### src/rtl/ps2_defs.vh
// Shared PS/2 scan-code constants and key-queue entry bit positions.
// Entry layout: [15] valid, [14] break, [13] extended, [12] first entry after a drop, [7:0] ASCII.
// Include-guarded so it may be pulled in from several files of one build.
`ifndef PS2_DEFS_VH
`define PS2_DEFS_VH

`define PS2_BREAK 8'hF0
`define PS2_EXT   8'hE0

`define KQ_VALID  15
`define KQ_BREAK  14
`define KQ_EXT    13
`define KQ_OVF    12

`endif

### src/rtl/ps2_key_queue_pkg.sv
// Key-queue package: scan-code constants, entry bit positions, word kinds and the entry builder.
// Wraps the shared ps2_defs.vh macros as typed localparams for the RTL.
// No logic; imported by ps2_key_queue.
`include "ps2_defs.vh"

package ps2_key_queue_pkg;

  localparam logic [7:0] PS2_BREAK_CODE = `PS2_BREAK;
  localparam logic [7:0] PS2_EXT_CODE   = `PS2_EXT;

  localparam int KQ_VALID = `KQ_VALID;
  localparam int KQ_BREAK = `KQ_BREAK;
  localparam int KQ_EXT   = `KQ_EXT;
  localparam int KQ_OVF   = `KQ_OVF;

  // What an incoming receiver word represents.
  typedef enum logic [1:0] {
    KIND_NONE  = 2'd0,
    KIND_MAKE  = 2'd1,
    KIND_BREAK = 2'd2
  } word_kind_t;

  function automatic logic [15:0] kq_entry(input logic brk, input logic ext,
                                           input logic ovf, input logic [7:0] ascii);
    logic [15:0] e;
    e           = '0;
    e[KQ_VALID] = 1'b1;
    e[KQ_BREAK] = brk;
    e[KQ_EXT]   = ext;
    e[KQ_OVF]   = ovf;
    e[7:0]      = ascii;
    return e;
  endfunction

endpackage

### src/rtl/sync_fifo.sv
// Synchronous FIFO with combinational head read; push visible the edge after it is written.
// Ports: clk/rst_n, push+wdata, pop, rdata (0 when empty), count, push_ok/pop_ok acceptance.
// When full, a push is accepted only if a pop happens in the same cycle (pop frees the slot first).
module sync_fifo #(
  parameter int WIDTH  = 16,
  parameter int DEPTH  = 16,
  parameter int ADDR_W = 4
) (
  input  logic              clk,
  input  logic              rst_n,
  input  logic              push,
  input  logic [WIDTH-1:0]  wdata,
  input  logic              pop,
  output logic [WIDTH-1:0]  rdata,
  output logic [ADDR_W:0]   count,
  output logic              push_ok,
  output logic              pop_ok
);

  localparam logic [ADDR_W:0] FULL_CNT = (ADDR_W+1)'(DEPTH);

  logic [WIDTH-1:0]  mem [DEPTH];
  logic [ADDR_W-1:0] rd_ptr;
  logic [ADDR_W-1:0] wr_ptr;

  assign pop_ok  = pop && (count != '0);
  assign push_ok = push && ((count != FULL_CNT) || pop_ok);
  assign rdata   = (count == '0) ? '0 : mem[rd_ptr];

  // Storage is not reset; the empty check above masks stale contents.
  always_ff @(posedge clk) begin
    if (push_ok) begin
      mem[wr_ptr] <= wdata;
    end
  end

  // DEPTH is a power of two, so pointer wrap is plain ADDR_W-bit overflow.
  always_ff @(posedge clk or negedge rst_n) begin
    if (!rst_n) begin
      rd_ptr <= '0;
      wr_ptr <= '0;
      count  <= '0;
    end else begin
      if (pop_ok) begin
        rd_ptr <= rd_ptr + ADDR_W'(1);
      end
      if (push_ok) begin
        wr_ptr <= wr_ptr + ADDR_W'(1);
      end
      case ({push_ok, pop_ok})
        2'b10:   count <= count + (ADDR_W+1)'(1);
        2'b01:   count <= count - (ADDR_W+1)'(1);
        default: count <= count;
      endcase
    end
  end

endmodule

### src/rtl/ps2_key_queue.sv
// PS/2 key event queue: classifies receiver words as make/break/prefix and buffers key events.
// Ports: clk, rst_n, in_valid/in_data (receiver word), ren (CPU pop), q_data/q_count/overflow.
// Build option: define PS2_KEYQ_RELEASE_EN to queue BREAK events; otherwise they are dropped.
module ps2_key_queue
  import ps2_key_queue_pkg::*;
#(
  parameter int DEPTH  = 16,
  parameter int ADDR_W = 4
) (
  input  logic              clk,
  input  logic              rst_n,
  input  logic              in_valid,
  input  logic [15:0]       in_data,
  input  logic              ren,
  output logic [15:0]       q_data,
  output logic [ADDR_W:0]   q_count,
  output logic              overflow
);

  logic [7:0]  hist;
  logic        pending_mark;
  logic [7:0]  prev_byte;
  logic [7:0]  ascii;
  word_kind_t  kind;
  logic        push_req;
  logic        brk;
  logic        ext;
  logic [15:0] entry;
  logic        push_ok;
  logic        pop_ok;

  assign prev_byte = in_data[15:8];
  assign ascii     = in_data[7:0];

  // Prefix bytes decode to ASCII 0, so a zero ASCII means nothing to queue.
  always_comb begin
    kind = KIND_NONE;
    if (in_valid && (ascii != 8'h00)) begin
      kind = (prev_byte == PS2_BREAK_CODE) ? KIND_BREAK : KIND_MAKE;
    end
  end

  // A break word's own predecessor is F0, so its E0 prefix sits one word further back in hist.
  always_comb begin
    ext = (kind == KIND_BREAK) ? (hist == PS2_EXT_CODE) : (prev_byte == PS2_EXT_CODE);
`ifdef PS2_KEYQ_RELEASE_EN
    push_req = (kind != KIND_NONE);
    brk      = (kind == KIND_BREAK);
`else
    push_req = (kind == KIND_MAKE);
    brk      = 1'b0;
`endif
    entry = kq_entry(brk, ext, pending_mark, ascii);
  end

  sync_fifo #(
    .WIDTH  (16),
    .DEPTH  (DEPTH),
    .ADDR_W (ADDR_W)
  ) u_fifo (
    .clk     (clk),
    .rst_n   (rst_n),
    .push    (push_req),
    .wdata   (entry),
    .pop     (ren),
    .rdata   (q_data),
    .count   (q_count),
    .push_ok (push_ok),
    .pop_ok  (pop_ok)
  );

  // A rejected push can only mean full with no pop this cycle, so it can never coincide
  // with the pop that clears overflow.
  always_ff @(posedge clk or negedge rst_n) begin
    if (!rst_n) begin
      hist         <= '0;
      pending_mark <= 1'b0;
      overflow     <= 1'b0;
    end else begin
      if (in_valid) begin
        hist <= prev_byte;
      end
      if (push_req && !push_ok) begin
        overflow     <= 1'b1;
        pending_mark <= 1'b1;
      end else begin
        if (push_ok) begin
          pending_mark <= 1'b0;
        end
        if (pop_ok && q_data[KQ_OVF]) begin
          overflow <= 1'b0;
        end
      end
    end
  end

endmodule

### config.mk
export PLATFORM = sky130hd
export DESIGN_NAME = ps2_key_queue
export DESIGN_NICKNAME = d
export VERILOG_FILES = /design/src/rtl/ps2_key_queue_pkg.sv /design/src/rtl/sync_fifo.sv /design/src/rtl/ps2_key_queue.sv
export VERILOG_INCLUDE_DIRS = /design/src /design/src/rtl
export SDC_FILE = /design/constraint.sdc
export NUM_CORES = 1
export LEC_CHECK = 0
export ABC_AREA = 1
export CAP_MARGIN = 20
export CORE_ASPECT_RATIO = 0.75
export CORE_UTILIZATION = 43
export DETAILED_ROUTE_END_ITERATION = 6
export PLACE_DENSITY = 0.71
export SYNTH_ARGS = -nofsm -noshare
export SYNTH_HDL_FRONTEND = slang
export SYNTH_SLANG_ARGS = --single-unit
### constraint.sdc
create_clock -name clk -period 2.16 [get_ports clk]
set_input_delay 0.54 -clock clk [delete_from_list [all_inputs] [get_ports clk]]
set_output_delay 0.54 -clock clk [all_outputs]
set_load 0.03 [all_outputs]
## After elaboration in Yosys (flattened, before gate mapping)

Memories as Yosys holds them, arrays and structs flattened.
Cells that the tools add are included.

| operators by class | value |
|---|---|
| $add $sub $neg | 4 |
| reductions and logical operators | 13 |
| equality and inequality tests | 8 |
| muxes and demuxes | 11 |

Operators by type and width:

| operator | number |
|---|---|
| 8-bit equality test, second input constant | 3 |
| 16-bit 2-to-1 mux | 1 |
| 5-bit one-hot mux with 2 select lines | 1 |
| 4-bit by 1-bit adder with 4-bit output, second input constant | 2 |
| 8-bit nonzero test | 1 |
| 1-bit 2-to-1 mux | 7 |
| 2-bit nonzero test | 3 |
| 5-bit by 1-bit adder with 5-bit output, second input constant | 1 |
| 1-bit logical AND | 5 |
| 5-bit zero test | 1 |
| 5-bit inequality test, second input constant | 1 |
| 5-bit nonzero test | 1 |
| 5-bit by 1-bit subtractor with 5-bit output, second input constant | 1 |
| 2-bit by 1-bit equality test with 1-bit output, second input constant | 2 |
| 2-bit equality test, second input constant | 2 |
| 2-bit 2-to-1 mux | 2 |
| 1-bit zero test | 1 |
| 1-bit logical OR | 1 |

| word-level totals | value |
|---|---|
| memories kept | 1 |
| word-level logic and storage cells | 43 |
| output and inout bits | 22 |
| bits in writable memories | 160 |
| register bits after elaboration | 23 |

Memory list:

| memory | words | width | rd ports | clocked after Yosys merged registers in | write ports | RTL line | source |
|---|---|---|---|---|---|---|---|
| u_fifo.mem | 16 | 10 | 1 | 0 | 1 | sync_fifo.sv:22 | `logic [WIDTH-1:0] mem [DEPTH];` |

## Depth between registers and ports, before layout

Gate-level depths: netlist (run 1).

| depth | value |
|---|---|
| depth after elaboration | 8 |
| mapped depth | 13 |
| depth with buffers taken out | 13 |

## Cells and area by module

From an unflattened synthesis (run 1), not the netlist that was laid out.

| unflattened totals | value |
|---|---|
| cell total of the unflattened synthesis | 1035 |
| area total of the unflattened synthesis | 11639.9 um2 |

By module, submodules not included:

| module | area an instance (um2) | times used | cells an instance |
|---|---|---|---|
| sync_fifo | 11079.4 | 1 | 954 |
| ps2_key_queue | 560.5 | 1 | 81 |

## Worst setup path before layout (run 1)

No wires, ideal clock.

| timing path | value |
|---|---|
| path kind | register to output |
| from | reg u_fifo.count[1] |
| to | out q_data[0] |
| cell stages (with the launch flop) | 5 |
| slack | -41 ps |
| data arrival time | 1661 ps |
| buffers on the path | 0 |
| cell sequence | dfrtp_1 > inv_1 > nand4_4 > clkinv_1 > a21oi_1 |

| on the way | value |
|---|---|
| word-level cells in the longest chain between the ends | 2 |

Ends and longest elaborated chain:

| what | RTL line | source |
|---|---|---|
| from (decl) | sync_fifo.sv:15 | `output logic [ADDR_W:0] count,` |
| from (signal assigned) | sync_fifo.sv:51 | `2'b10: count <= count + (ADDR_W+1)'(1);` |
| from (signal assigned) | sync_fifo.sv:52 | `2'b01: count <= count - (ADDR_W+1)'(1);` |
| from (signal assigned) | sync_fifo.sv:53 | `default: count <= count;` |
| 5-bit zero test | sync_fifo.sv:28 | `assign rdata = (count == '0) ? '0 : mem[rd_ptr];` |
| 16-bit 2-to-1 mux | sync_fifo.sv:28 |  |
| to (decl) | ps2_key_queue.sv:15 | `output logic [15:0] q_data,` |

Every way passes these cells.

## Final worst setup path (run 1)

| timing path | value |
|---|---|
| from | reg u_fifo.rd_ptr[0] |
| to | out q_data[3] |

| on the way | value |
|---|---|
| word-level cells in the longest chain between the ends | 2 |

Ends and longest elaborated chain:

| what | RTL line | source |
|---|---|---|
| from (decl) | sync_fifo.sv:23 | `logic [ADDR_W-1:0] rd_ptr;` |
| from (signal assigned) | sync_fifo.sv:45 | `rd_ptr <= rd_ptr + ADDR_W'(1);` |
| memory 16 x 10 bit | - |  |
| 16-bit 2-to-1 mux | sync_fifo.sv:28 |  |

Every way passes these cells.

==> results of run 1 <==
per-stage QoR:
step	hold WS (ps)	cells	setup TNS (ps)	setup slack, ps
after floorplan	244	621	-366	-40.6
after global placement	465	939	-66290	-460
after detailed placement	466	939	-70190	-492
after CTS	472	984	-4490	-495
after global routing	480	995	-5680	-699
final	459	995	-5050	-660
logic make-up (layout without fill, tap and decap cells):
logic type	after synthesis	in the layout	share of synthesized area, %
simple gates	194	194	11.7
other cells	1	5	0.0486
buf+inv	70	202	4.52
flops	183	183	69.7
mux	1	1	0.146
compound gates	153	153	11.8
fa+ha+maj	7	7	1.23
xor+xnor	8	8	0.907
where the power goes:
group	internal (W)	leakage [nW]	switching, W
registers	0.00430	1.73	0.000292
clock network	0.00164	0.293	0.00144
logic	0.00303	1.78	0.00393
sequential cells by signal (all words and copies together) (netlist names):
signal         flops
pending_mark       1
u_fifo.count       5
u_fifo.mem       160
hist               8
overflow           1
u_fifo.wr_ptr      4
u_fifo.rd_ptr      4
how the worst max path moves through the flow:
stage | from | end | slack (ps) | cells after the start
floorplan | u_fifo.count[1] | q_data[0] | -40 | 4
global placement | in_data[5] | u_fifo.count[4] | -460 | 13
detailed placement | in_data[5] | u_fifo.count[4] | -490 | 13
CTS | u_fifo.rd_ptr[0] | q_data[3] | -500 | 8
global route | u_fifo.rd_ptr[0] | q_data[3] | -700 | 10
finish | u_fifo.rd_ptr[0] | q_data[3] | -660 | 10
area by class of cell:
| class | instances | area share, % |
|---|---|---|
| flip-flops and latches | 183 | 53.2 |
| multi-input cells | 368 | 21.7 |
| repair buffers | 138 | 15.0 |
| clock buffers | 17 | 4.21 |
| well taps | 242 | 2.99 |
| clock inverters | 15 | 1.57 |
| inverters | 32 | 1.31 |
cells in the mapped netlist, types with 3 or more instances:
cell type / count
nor2_1: 110
o21ai_0: 79
inv_1: 22
edfxtp_1: 160
nor2_4: 3
nand2_4: 3
nand2_1: 34
buf_2: 13
clkbuf_1: 10
o21ai_1: 15
ha_1: 6
dfrtp_1: 23
inv_2: 7
xor2_1: 8
nand3_1: 24
buf_4: 12
a21oi_1: 16
o22ai_1: 7
nand2_2: 7
o221ai_1: 34
repair_timing:
item,4_1_cts,5_1_grt
setup endpoints to repair,16,114
buffers inserted,8,9
pin swaps,28,34
gates cloned,5,4
gates resized for setup,72,54
routing by layer:
metal	global-route usage [%]	vias up
li1	-	2482
met1	31.7	2801
met2	35.3	323
met3	5.49	34
met4	7.72	0
met5	0	-
worst max-delay path, delay by kind of cell, from the launching register on:
family	cells	cell delay [ps]
DFF	1	480
and+or+nand+nor	3	380
buffers and inverters	4	580
AOI/OAI and AO/OA	3	410
==> impl_metrics.toml, run 1 <==
[floorplanning]
die_area_um2 = 18500
row_count = 42
initial_core_util_pct = 43.9
die_x_um = 157
ios = 42
core_um2 = 17600
die_h_um = 118

[worst_setup_path]
end_kind = "primary output"
cpMostUsedCell = "nor2_1"
critPathLaunchType = "flip-flop"
arrival_ps = 2280
crit_path_top_delay_cell = "dfrtp_2"
critPathKind = "flip-flop to primary output"
worstPathCellList = "buf_6 > buf_12 > nor2_1 > o22ai_1 > nor2_1 > nor2_1 > o21ai_1 > a21oi_2 > buf_4 > buf_12"
r2r-end = "u_fifo.count[3]"
critPathMaxStageDelay_ps = 480
rr_startpoint = "u_fifo.count[3]"
r2r_cells = 11
ff2ff_setup_slack_ps = 300
crit_fanout = 13
critPathRequiredTime_ps = 1620

[finish]
final_cell_mix = "edfxtp_1, nor2_1, buf_4"
multi_input_area_um2 = 2200
nFillCells = 1339
stdcell_area_um2 = 10100
final_common_cell = "edfxtp_1"
n_antenna_cell = 0
nets = 767
areaGrowthSynthToFinish_pct = 31.0
seq_area_um2 = 5380
post-route-util_pct = 57.5
drive_gt1_share_pct = 29.7

[worst_hold_path]
hp-class = "input port to async pin"

[grt]
grt_max_degree = 26
grt_pass1_vias = 5507
grt_pass1_wl_um = 31000
grt_use_total_pct = 22.9
antenna_found_initial = 0
globalRouteOverflowTotal = 0

[yosys]
synth_enable_flop_cells = 160
yosys_warnings = 0
syn_avg_cell_area_um2 = 12.5
synth_area_um2 = 7720
netlist_top_cells_area = "edfxtp_1, dfrtp_1, nor2_1"
synthDistinctLibCells = 39
synthFlopType = "edfxtp_1"
synth_largest_area_cell = "edfxtp_1"
synth-seq-cells = 183
syn_inst = 617
synth_top_area_share_pct = 62.2
synth_async_sr_flop_share_pct = 12.6
yosysSeqAreaShare_pct = 69.7

[routing]
post_drt_wl_per_cell_um = 21.0
routed_wl_um = 20900
post-route-drc-count = 0
avgViaCountPerCell = 5.67
num_vias = 5640
drtPass1Iterations = 6
wl_met2_um = 10100
m1WireLength_um = 8400
antenna_left = 0
drt_iter0_markers = 665
top_layer = "met4"
route.met3.wl_um = 1900

[pwr]
total_power_w = 0.0146
powerDensity_nw_per_um2 = 1450
ir_drop_mv = 1.35
p_leak_nw = 3.80

[clock_network]
cts_buffer_depth = 2
cts_tree = "yes"
cts_sinks = 183
cts_buffers = 17
clockRootBuffer = "clkbuf_16"
hold_buffers = 0
clock_latency_ps = 440
clk_pin_slew_ps = 70
htreeDepth = 4

[placement]
placed_cell_area_um2 = 8860
gp_congestion = 0.858
io_buffer_count = 36
dpl.hpwl_um = 12300

[timing]
hold_viol = 0
grt_setup_unrepaired = "true"
finalSetupViolCount = 10
max-slew-margin-rel_pct = 58.8
timing_max_transition_violations_final = 0
final.period_utilization_pct = 131
fin_crit_ps = 2820
skew_ps = 15.3
setup_ws_ps = -660
fmax_mhz = 355
worstMarginPinSlew_ps = 618

[run_status]
status = "finished, violations left"
violations = "negative setup slack"

[flow_run]
maxCapViolCount = 0
No activity file was read; power rests on OpenSTA's default activity.
==> run 2: changes to the inputs <==
--- a/config.mk
+++ b/config.mk
@@ -9,6 +9,7 @@
 export ABC_AREA = 1
 export CAP_MARGIN = 20
 export CORE_ASPECT_RATIO = 0.75
+export CORE_MARGIN = 2
 export CORE_UTILIZATION = 43
 export DETAILED_ROUTE_END_ITERATION = 6
 export PLACE_DENSITY = 0.71
==> run 2 against run 1 <==
Compared with the run above: non-clock buffer count decreased by 12; clock skew decreased by 4.4 ps; largest power group unchanged; worst hold slack about the same; global-route usage decreased by 2.2 points; the flow still finishes with violations (negative setup slack); count of clock-buffer cells in the layout increased by 1; critical path type unchanged; combinational power decreased by 7.5%.
==> impl_metrics.toml, run 2 (synthesized netlist as in run 1, its figures left out) <==
[run_status]
status = "finished, violations left"
violations = "negative setup slack"

[timing]
skew_ps = 10.8
fmax_mhz = 371
grt_setup_unrepaired = "true"
worstMarginPinSlew_ps = 607
timing_max_transition_violations_final = 0
setup_ws_ps = -536
whs_ps = 459
finalSetupViolCount = 10
hold_viol = 0
fin_crit_ps = 2700
max-slew-margin-rel_pct = 59.5
final.period_utilization_pct = 125

[worst_setup_path]
critPathRequiredTime_ps = 1620
worstPathCellList = "buf_4 > buf_12 > o21ai_0 > o221ai_1 > nand3_1 > a21oi_2 > buf_6"
critPathMaxStageDelay_ps = 470
end_kind = "primary output"
critPathLaunchType = "flip-flop"
crit_fanout = 30
arrival_ps = 2160
crit_path_top_delay_cell = "dfrtp_2"
setup.worst_path.start = "u_fifo.rd_ptr[0]"
critPathKind = "flip-flop to primary output"
rr_startpoint = "u_fifo.count[2]"

[finish]
stdcell_count = 982
n_antenna_cell = 0
top_register = "u_fifo.mem"
nets = 755
largest_reg_flops = 160
reg_top3 = "u_fifo.mem: 160 flops, hist: 8 flops, u_fifo.count: 5 flops"
final_cell_mix = "edfxtp_1, nor2_1, buf_4"
areaGrowthSynthToFinish_pct = 28.1
drive_gt1_share_pct = 26.4
final_common_cell = "edfxtp_1"
nFillCells = 1365

[grt]
globalRouteOverflowTotal = 0
grt_use_total_pct = 20.6
grt_pass1_vias = 5287
antenna_found_initial = 0
grt_max_degree = 32
grt_pass1_wl_um = 29600

[floorplanning]
row_count = 42
die_h_um = 120
ios = 42
die_area_um2 = 19100
die_x_um = 159
core_um2 = 17600
initial_core_util_pct = 43.9

[placement]
gp_congestion = 0.897
placed_cells = 935
dpl.hpwl_um = 12200
pre_cts_ws_ps = -568
io_buffer_count = 36

[worst_hold_path]
hp-class = "input port to async pin"

[pwr]
powerDensity_nw_per_um2 = 1430
p_leak_nw = 3.68
ir_drop_mv = 1.27

[clock_network]
clock_latency_ps = 440
clockRootBuffer = "clkbuf_16"
cts_tree = "yes"
cts_buffers = 17
clk_pin_slew_ps = 70
cts_buffer_depth = 2
htreeDepth = 4
cts_sinks = 183

[routing]
num_vias = 5452
post-route-drc-count = 0
routed_wl_um = 19600
drt_iter0_markers = 586
post_drt_wl_per_cell_um = 20.0
avgViaCountPerCell = 5.55
drtPass1Iterations = 6
antenna_left = 0

[flow_run]
maxCapViolCount = 0
[run 2: stage by stage]
stage          total power, W  utilization, %  TNS, ps  area (um2)
6_report               0.0141            56.2    -4940        9890
3_5_place_dp          0.00991            50.2   -90760        8840
4_1_cts                0.0136            54.7    -4490        9630
3_3_place_gp          0.00979            50.2   -77670        8840
5_1_grt                0.0148            56.2    -5690        9890
2_1_floorplan         0.00768               -     -366        7740
[run 2: metal layers]
metal	wire length, um	global-route usage [%]
met5	0	0
met4	398	7.97
met3	1600	4.84
met2	9200	32.0
met1	8400	28.5
[run 2: layout make-up]
type / instances / area (um2) / area share, %
Tap cell: 242 / 303 / 3.06
Inverter: 32 / 135 / 1.37
Multi-Input combinational cell: 368 / 2120 / 21.4
Timing Repair Buffer: 126 / 1360 / 13.7
Clock buffer: 18 / 429 / 4.34
Clock inverter: 13 / 163 / 1.64
Sequential cell: 183 / 5380 / 54.4
[run 2: final timing paths]
kind	cells after the start	slack, ps	to
max	7	-540	q_data[13]
min	2	460	u_fifo.count[4]
min in group clk	2	500	overflow
max in group asynchronous	2	1430	u_fifo.rd_ptr[1]
min reg2reg	2	500	overflow
max reg2reg	11	310	u_fifo.count[3]
[run 2: timing repair]
item	in CTS	in global routing
resized for setup	36	42
setup endpoints to repair	175	174
hold buffers	0	0
setup buffers	3	6
pin swaps	21	23
gates cloned	3	4
[run 2: worst max-delay path, delay by kind of cell, from the launching register on]
kind                   cells  cell delay (ps)
buffers and inverters      3              490
AND/OR/NAND/NOR            1              180
flip-flops                 1              470
AO/OA/AOI/OAI              3              590
[run 2: power breakdown]
| part | leakage (nW) | switching (W) | internal [W] |
|---|---|---|---|
| clock | 0.291 | 0.00139 | 0.00174 |
| combinational | 1.66 | 0.00367 | 0.00277 |
| sequential | 1.73 | 0.000276 | 0.00430 |
